**config.mk**
```make
export PLATFORM = sky130hd
export DESIGN_NAME = poly_note_player
export DESIGN_NICKNAME = d
export VERILOG_FILES = /design/src/rtl/poly_note_player_pkg.sv /design/src/rtl/poly_note_player_voice.sv /design/src/rtl/poly_note_player.sv
export SDC_FILE = /design/constraint.sdc
export NUM_CORES = 1
export LEC_CHECK = 0
export CAP_MARGIN = 20
export CORE_MARGIN = 4
export CORE_UTILIZATION = 40
export DETAILED_ROUTE_END_ITERATION = 10
export GPL_TIMING_DRIVEN = 0
export PLACE_DENSITY = 0.65
export RECOVER_POWER = 50
export SLEW_MARGIN = 30
export SYNTH_ARGS = -nofsm -noshare
export SYNTH_HDL_FRONTEND = slang
export SYNTH_SLANG_ARGS = --single-unit
```
**constraint.sdc**
```tcl
create_clock -name clk -period 5.1 [get_ports clk]
set_input_delay 0.51 -clock clk [delete_from_list [all_inputs] [get_ports clk]]
set_output_delay 0.51 -clock clk [all_outputs]
set_load 0.01 [all_outputs]
```
**src/rtl/poly_note_player_pkg.sv**
```systemverilog
// Shared constants for the polyphonic note player: phase width, the note-to-step
// table and the phase-to-triangle conversion.
package poly_note_player_pkg;

  localparam int PHASE_W      = 20;
  localparam int NOTE_TABLE_N = 256;  // covers NOTE_W up to 8

  // Top-octave phase steps for the twelve semitones.
  function automatic logic [PHASE_W-1:0] semitone_step(input int k);
    case (k)
      0:       return 20'd262144;
      1:       return 20'd277731;
      2:       return 20'd294247;
      3:       return 20'd311744;
      4:       return 20'd330281;
      5:       return 20'd349920;
      6:       return 20'd370727;
      7:       return 20'd392772;
      8:       return 20'd416128;
      9:       return 20'd440871;
      10:      return 20'd467088;
      default: return 20'd494862;
    endcase
  endfunction

  // Note 0 is a rest; notes 1..12 are the lowest octave, each octave up doubles.
  function automatic logic [PHASE_W*NOTE_TABLE_N-1:0] build_note_step();
    logic [PHASE_W*NOTE_TABLE_N-1:0] t;
    t = '0;
    for (int n = 1; n < NOTE_TABLE_N; n++) begin
      int oct;
      int sh;
      oct = (n - 1) / 12;
      sh  = (oct >= 5) ? 0 : 5 - oct;
      t[n*PHASE_W +: PHASE_W] = semitone_step((n - 1) % 12) >> sh;
    end
    return t;
  endfunction

  localparam logic [PHASE_W*NOTE_TABLE_N-1:0] NOTE_STEP = build_note_step();

  // Rises from -32768 to 32766 over the first half cycle, falls back over the second.
  function automatic logic signed [15:0] triangle(input logic [15:0] p);
    logic [15:0] up;
    up = {p[14:0], 1'b0};
    if (!p[15]) return signed'(up - 16'h8000);
    else        return signed'(16'h7fff - up);
  endfunction

endpackage

```
**src/rtl/poly_note_player_voice.sv**
```systemverilog
// One voice: beat-driven duration counter, phase accumulator and triangle output.
module note_voice
  import poly_note_player_pkg::*;
#(
  parameter int NOTE_W   = 6,
  parameter int DUR_W    = 6,
  parameter int SAMPLE_W = 16
) (
  input  logic                       clk,
  input  logic                       reset,
  input  logic                       play_enable,
  input  logic                       load,
  input  logic [NOTE_W-1:0]          note,
  input  logic [DUR_W-1:0]           duration,
  input  logic                       beat,
  input  logic                       advance,
  output logic                       busy,
  output logic                       done,
  output logic signed [SAMPLE_W-1:0] wave
);

  logic [DUR_W-1:0]   count_reg;
  logic [PHASE_W-1:0] step_reg;
  logic [PHASE_W-1:0] phase_reg;
  logic               busy_reg;
  logic               done_reg;
  logic [PHASE_W-1:0] step_lut;
  logic signed [15:0] tri16;
  logic signed [SAMPLE_W-1:0] tri_scaled;

  always_comb begin
    step_lut = NOTE_STEP[int'(note)*PHASE_W +: PHASE_W];
  end

  // A load always wins over a same-cycle beat or phase advance.
  always_ff @(posedge clk or negedge reset) begin
    if (!reset) begin
      count_reg <= '0;
      step_reg  <= '0;
      phase_reg <= '0;
      busy_reg  <= 1'b0;
      done_reg  <= 1'b0;
    end else begin
      done_reg <= 1'b0;
      if (load && duration != '0) begin
        count_reg <= duration;
        step_reg  <= step_lut;
        phase_reg <= '0;
        busy_reg  <= 1'b1;
      end else if (play_enable && busy_reg) begin
        if (beat) begin
          count_reg <= count_reg - 1'b1;
          if (count_reg == DUR_W'(1)) begin
            busy_reg <= 1'b0;
            done_reg <= 1'b1;
          end
        end
        if (advance) phase_reg <= phase_reg + step_reg;
      end
    end
  end

  assign tri16 = triangle(phase_reg[PHASE_W-1:4]);

  generate
    if (SAMPLE_W > 16) begin : g_wide
      assign tri_scaled = {tri16, {(SAMPLE_W-16){1'b0}}};
    end else if (SAMPLE_W == 16) begin : g_exact
      assign tri_scaled = tri16;
    end else begin : g_narrow
      assign tri_scaled = tri16[15 -: SAMPLE_W];
    end
  endgenerate

  // A rest (zero step) is silent rather than a constant negative level.
  assign wave = (busy_reg && step_reg != '0) ? tri_scaled : '0;
  assign busy = busy_reg;
  assign done = done_reg;

endmodule

```
**src/rtl/poly_note_player.sv**
```systemverilog
// Polyphonic triangle-wave note player with a registered mixed output.
// Define POLY_NOTE_PLAYER_SATURATE_EN to clamp the mix instead of scaling it down.
module poly_note_player
  import poly_note_player_pkg::*;
#(
  parameter int VOICES   = 4,
  parameter int NOTE_W   = 6,
  parameter int DUR_W    = 6,
  parameter int SAMPLE_W = 16
) (
  input  logic                       clk,
  input  logic                       reset,
  input  logic                       play_enable,
  input  logic                       load_new_note,
  input  logic [$clog2(VOICES)-1:0]  voice_sel,
  input  logic [NOTE_W-1:0]          note_to_load,
  input  logic [DUR_W-1:0]           duration_to_load,
  input  logic                       beat,
  input  logic                       generate_next_sample,
  output logic [VOICES-1:0]          done_with_note,
  output logic [VOICES-1:0]          voice_busy,
  output logic signed [SAMPLE_W-1:0] sample_out,
  output logic                       new_sample_ready
);

  localparam int SEL_W = $clog2(VOICES);
  localparam int MIX_W = SAMPLE_W + SEL_W;

  logic signed [SAMPLE_W-1:0] wave [VOICES];
  logic signed [MIX_W-1:0]    mix;
  logic signed [SAMPLE_W-1:0] sample_next;

  generate
    for (genvar gi = 0; gi < VOICES; gi++) begin : g_voice
      note_voice #(
        .NOTE_W   (NOTE_W),
        .DUR_W    (DUR_W),
        .SAMPLE_W (SAMPLE_W)
      ) u_voice (
        .clk         (clk),
        .reset       (reset),
        .play_enable (play_enable),
        .load        (load_new_note && voice_sel == SEL_W'(gi)),
        .note        (note_to_load),
        .duration    (duration_to_load),
        .beat        (beat),
        .advance     (generate_next_sample),
        .busy        (voice_busy[gi]),
        .done        (done_with_note[gi]),
        .wave        (wave[gi])
      );
    end
  endgenerate

  always_comb begin
    mix = '0;
    for (int v = 0; v < VOICES; v++) begin
      mix = mix + {{SEL_W{wave[v][SAMPLE_W-1]}}, wave[v]};
    end
  end

`ifdef POLY_NOTE_PLAYER_SATURATE_EN
  localparam logic signed [MIX_W-1:0] SAT_MAX = signed'({{(SEL_W+1){1'b0}}, {(SAMPLE_W-1){1'b1}}});
  localparam logic signed [MIX_W-1:0] SAT_MIN = ~SAT_MAX;

  always_comb begin
    if (mix > SAT_MAX)      sample_next = SAT_MAX[SAMPLE_W-1:0];
    else if (mix < SAT_MIN) sample_next = SAT_MIN[SAMPLE_W-1:0];
    else                    sample_next = SAMPLE_W'(mix);
  end
`else
  always_comb begin
    sample_next = SAMPLE_W'(mix >>> SEL_W);
  end
`endif

  // The sample reflects voice phases as they stood when the request arrived.
  always_ff @(posedge clk or negedge reset) begin
    if (!reset) begin
      sample_out       <= '0;
      new_sample_ready <= 1'b0;
    end else begin
      new_sample_ready <= generate_next_sample;
      if (generate_next_sample) sample_out <= play_enable ? sample_next : '0;
    end
  end

endmodule
```
==> results.py <==
metrics = {
    "sta": {
        "clock.fmax_ghz": 0.205,
        "relSlewSlack_pct": -90.3,
        "fin_crit_ns": 4.88,
        "setup_tns_ns": 0,
        "finalHoldViolations": 0,
        "finalCritPeriodShare_pct": 95.7,
        "tightest_slew_ns": 2.85,
        "setup_viol": 0,
        "whs_ns": 0.510,
        "slew_viol_final": 45,
        "fin_skew_ns": 0.0112,
    },
    "route": {
        "vias": 13900,
        "via_per_inst": 5.52,
        "routedWlPerCell_um": 19.0,
        "dr_wl_met3_um": 2850,
        "drt.antenna.violating_nets": 0,
        "top_layer_used": "met5",
        "wirelength_um": 47600,
        "dr_wl_met2_um": 21700,
        "wl_met1_um": 21200,
        "firstDrtPassIters": 6,
        "drc": 0,
        "drt_iter0_drc": 1192,
    },
    "floorplan": {
        "die_area_mm2": 0.0420,
        "die-height_um": 205,
        "rows": 71,
        "start_util_pct": 40.9,
        "die_w_um": 205,
        "coreArea_mm2": 0.0379,
        "ios": 45,
    },
    "placed_design": {
        "port-buffer-count": 43,
        "dp_cells": 2461,
        "gp_congestion": 0.963,
        "post-dp-hpwl_um": 36000,
    },
    "final_layout": {
        "stdcell_count": 2514,
        "drive_above_1_share_pct": 6.14,
        "nNetsFinal": 2149,
        "antenna_cells": 0,
        "finish.utilization_pct": 46.7,
        "largest_register_ffs": 80,
        "area_growth_pct": 14.2,
    },
    "setup_path": {
        "required_ns": 5.51,
        "critPathLaunchType": "flip-flop",
        "ff2ff_path_depth": 20,
        "critPathArrivalTime_ns": 5.30,
        "r2r_setup_slack_ns": 0.22,
        "reg2reg_from": "g_voice[0].u_voice.step_reg[1]",
        "worstSetupEndpointType": "flip-flop",
        "worst_r2r_endpoint": "sample_out[15]",
        "crit_type": "reg -> reg",
        "crit_fanout": 8,
    },
    "worst_hold_path": {
        "hold_class": "reg -> reg",
        "whs_path_depth": 2,
        "hold_start": "sample_out[13]",
        "min_to": "sample_out[13]",
    },
    "yosys": {
        "synth_ff_type": "dfrtp_1",
        "synth_top_cell_area_share_pct": 33.1,
        "synth_area_mm2": 0.0155,
        "yosysSeqAreaShare_pct": 33.1,
        "synth_nets": 2069,
        "synthTopCellsByArea": "dfrtp_1, ha_1, nand2_1",
        "yosysTopAreaCell": "dfrtp_1",
        "yosys_warnings": 0,
        "async_flop_share_pct": 100,
        "ys_types": 67,
        "synth.most_common_cell": "nand2_1",
        "syn_inst": 1905,
        "synth_common_cells": "nand2_1, dfrtp_1, o21ai_0",
        "ys_ff_latch": 205,
        "avgSynthCellArea_um2": 8.14,
        "synth_edf_count": 0,
    },
    "power": {
        "combinationalPowerShare_pct": 64.4,
        "p_seq_share_pct": 21.6,
        "p_int_mw": 6.90,
        "p_per_area_mw_per_mm2": 739,
        "ir_drop_mv": 0.506,
        "switching_share_pct": 47.2,
        "power_switching_mw": 6.17,
        "power_mw": 13.1,
        "power.leakage_nw": 8.08,
        "clkPwrFrac_pct": 13.9,
    },
    "cts": {
        "worstSkewPairLatency_ns": 0.56,
        "cts_tree": "yes",
        "cts_root_buffer": "clkbuf_16",
        "cts_made_buffers": 25,
        "clock_path_buffers": 3,
        "cts.sinks": 205,
        "clk_pin_slew_worst_paths_ns": 0.06,
        "cts_max_level": 1,
    },
    "global_routing": {
        "grtUsageTotal_pct": 22.3,
        "antenna_found_initial": 3,
        "grt_pass1_vias": 13600,
        "overflow": 0,
        "grt_pass1_wl_um": 74600,
        "grt_max_degree": 86,
    },
    "run": {
        "maxCapViolations": 1,
    },
    "status": {
        "status": "finished, violations left",
        "violations": "capacitance limit, slew limit",
    },
}
[kinds of logic after synthesis]
kind of cell | count (synthesis) | synth area share (%)
flip-flops | 205 | 33.1
AO/OA/AOI/OAI | 492 | 19.0
multiplexers | 11 | 0.823
buffers and inverters | 228 | 5.86
XOR/XNOR | 136 | 7.68
AND/OR/NAND/NOR | 689 | 20.2
adder cells (fa/ha/maj) | 144 | 13.4
[worst max-delay path by stage]
stage	slack, ns	endpoint	from	cells past startpoint
floorplan	0.28	sample_out[15]	g_voice[0].u_voice.step_reg[11]	19
global placement	-5.43	g_voice[1].u_voice.phase_reg[1]	reset	1
detailed placement	-0.62	sample_out[15]	g_voice[1].u_voice.step_reg[1]	19
CTS	0.009	sample_out[15]	g_voice[0].u_voice.step_reg[11]	20
global route	-0.03	sample_out[13]	g_voice[0].u_voice.step_reg[1]	20
finish	0.22	sample_out[15]	g_voice[0].u_voice.step_reg[1]	20
[critical path, stage by stage (launching register included)]
cell and delay [ns]:
dfrtp_1 0.42, nor4_4 0.32, nand4_1 0.21, o41ai_4 0.39
buf_6 0.19, buf_4 0.11, nor2_1 0.06, fa_1 0.53
inv_1 0.07, fa_1 0.53, inv_1 0.05, ha_1 0.35
a21o_1 0.21, a21oi_2 0.21, nor2_1 0.08, a21oi_1 0.15
o211ai_1 0.15, a221oi_2 0.30, o21ai_1 0.13, xnor2_1 0.19
o22ai_1 0.08
[final cells by class]
class	instances	area [um^2]
Timing Repair Buffer	53	542
Multi-Input combinational cell	1472	9620
Fill cell	3751	20200
Inverter	125	469
Tap cell	511	639
Sequential cell	205	5130
Clock buffer	33	706
Clock inverter	12	139
Buffer	103	452
[per-stage QoR]
step | instance area, um^2 | setup slack, ns
floorplan | 15500 | 0.276
global placement | 16600 | -5.43
detailed placement | 16700 | -0.616
CTS | 17600 | 0.00927
global route | 17700 | -0.0295
finish | 17700 | 0.217
[layout by cell type (no fill, tap or decap), types with 51 or more instances in the layout]
cell	count
nand2_1	308
dfrtp_1	205
o21ai_0	165
a21oi_1	153
nor2_1	147
inv_1	124
ha_1	107
xnor2_1	85
clkbuf_1	69
xor2_1	51
[repair_timing]
item	CTS	global route
setup buffers	2	5
hold buffers	1	0
resized for setup	13	19
hold endpoints to repair	44	0
setup endpoints to repair	9	7
pin swaps	3	10
[power groups by stage]
stage | Clock [mW] | Sequential [mW] | Combinational (mW)
after floorplan | 0 | 2.60 | 6.41
after detailed placement | 0 | 2.82 | 8.20
final | 1.82 | 2.83 | 8.43
after global placement | 0 | 2.81 | 8.03
after global routing | 1.92 | 2.89 | 9.56
after CTS | 1.86 | 2.81 | 8.30
[layer usage]
metal,GRT usage (%),up-vias
met2,36.2,405
met5,0,-
li1,-,6708
met4,8.04,4
met3,3.50,106
met1,30.3,6659
Note: power is estimated with default switching activity, not from simulation.
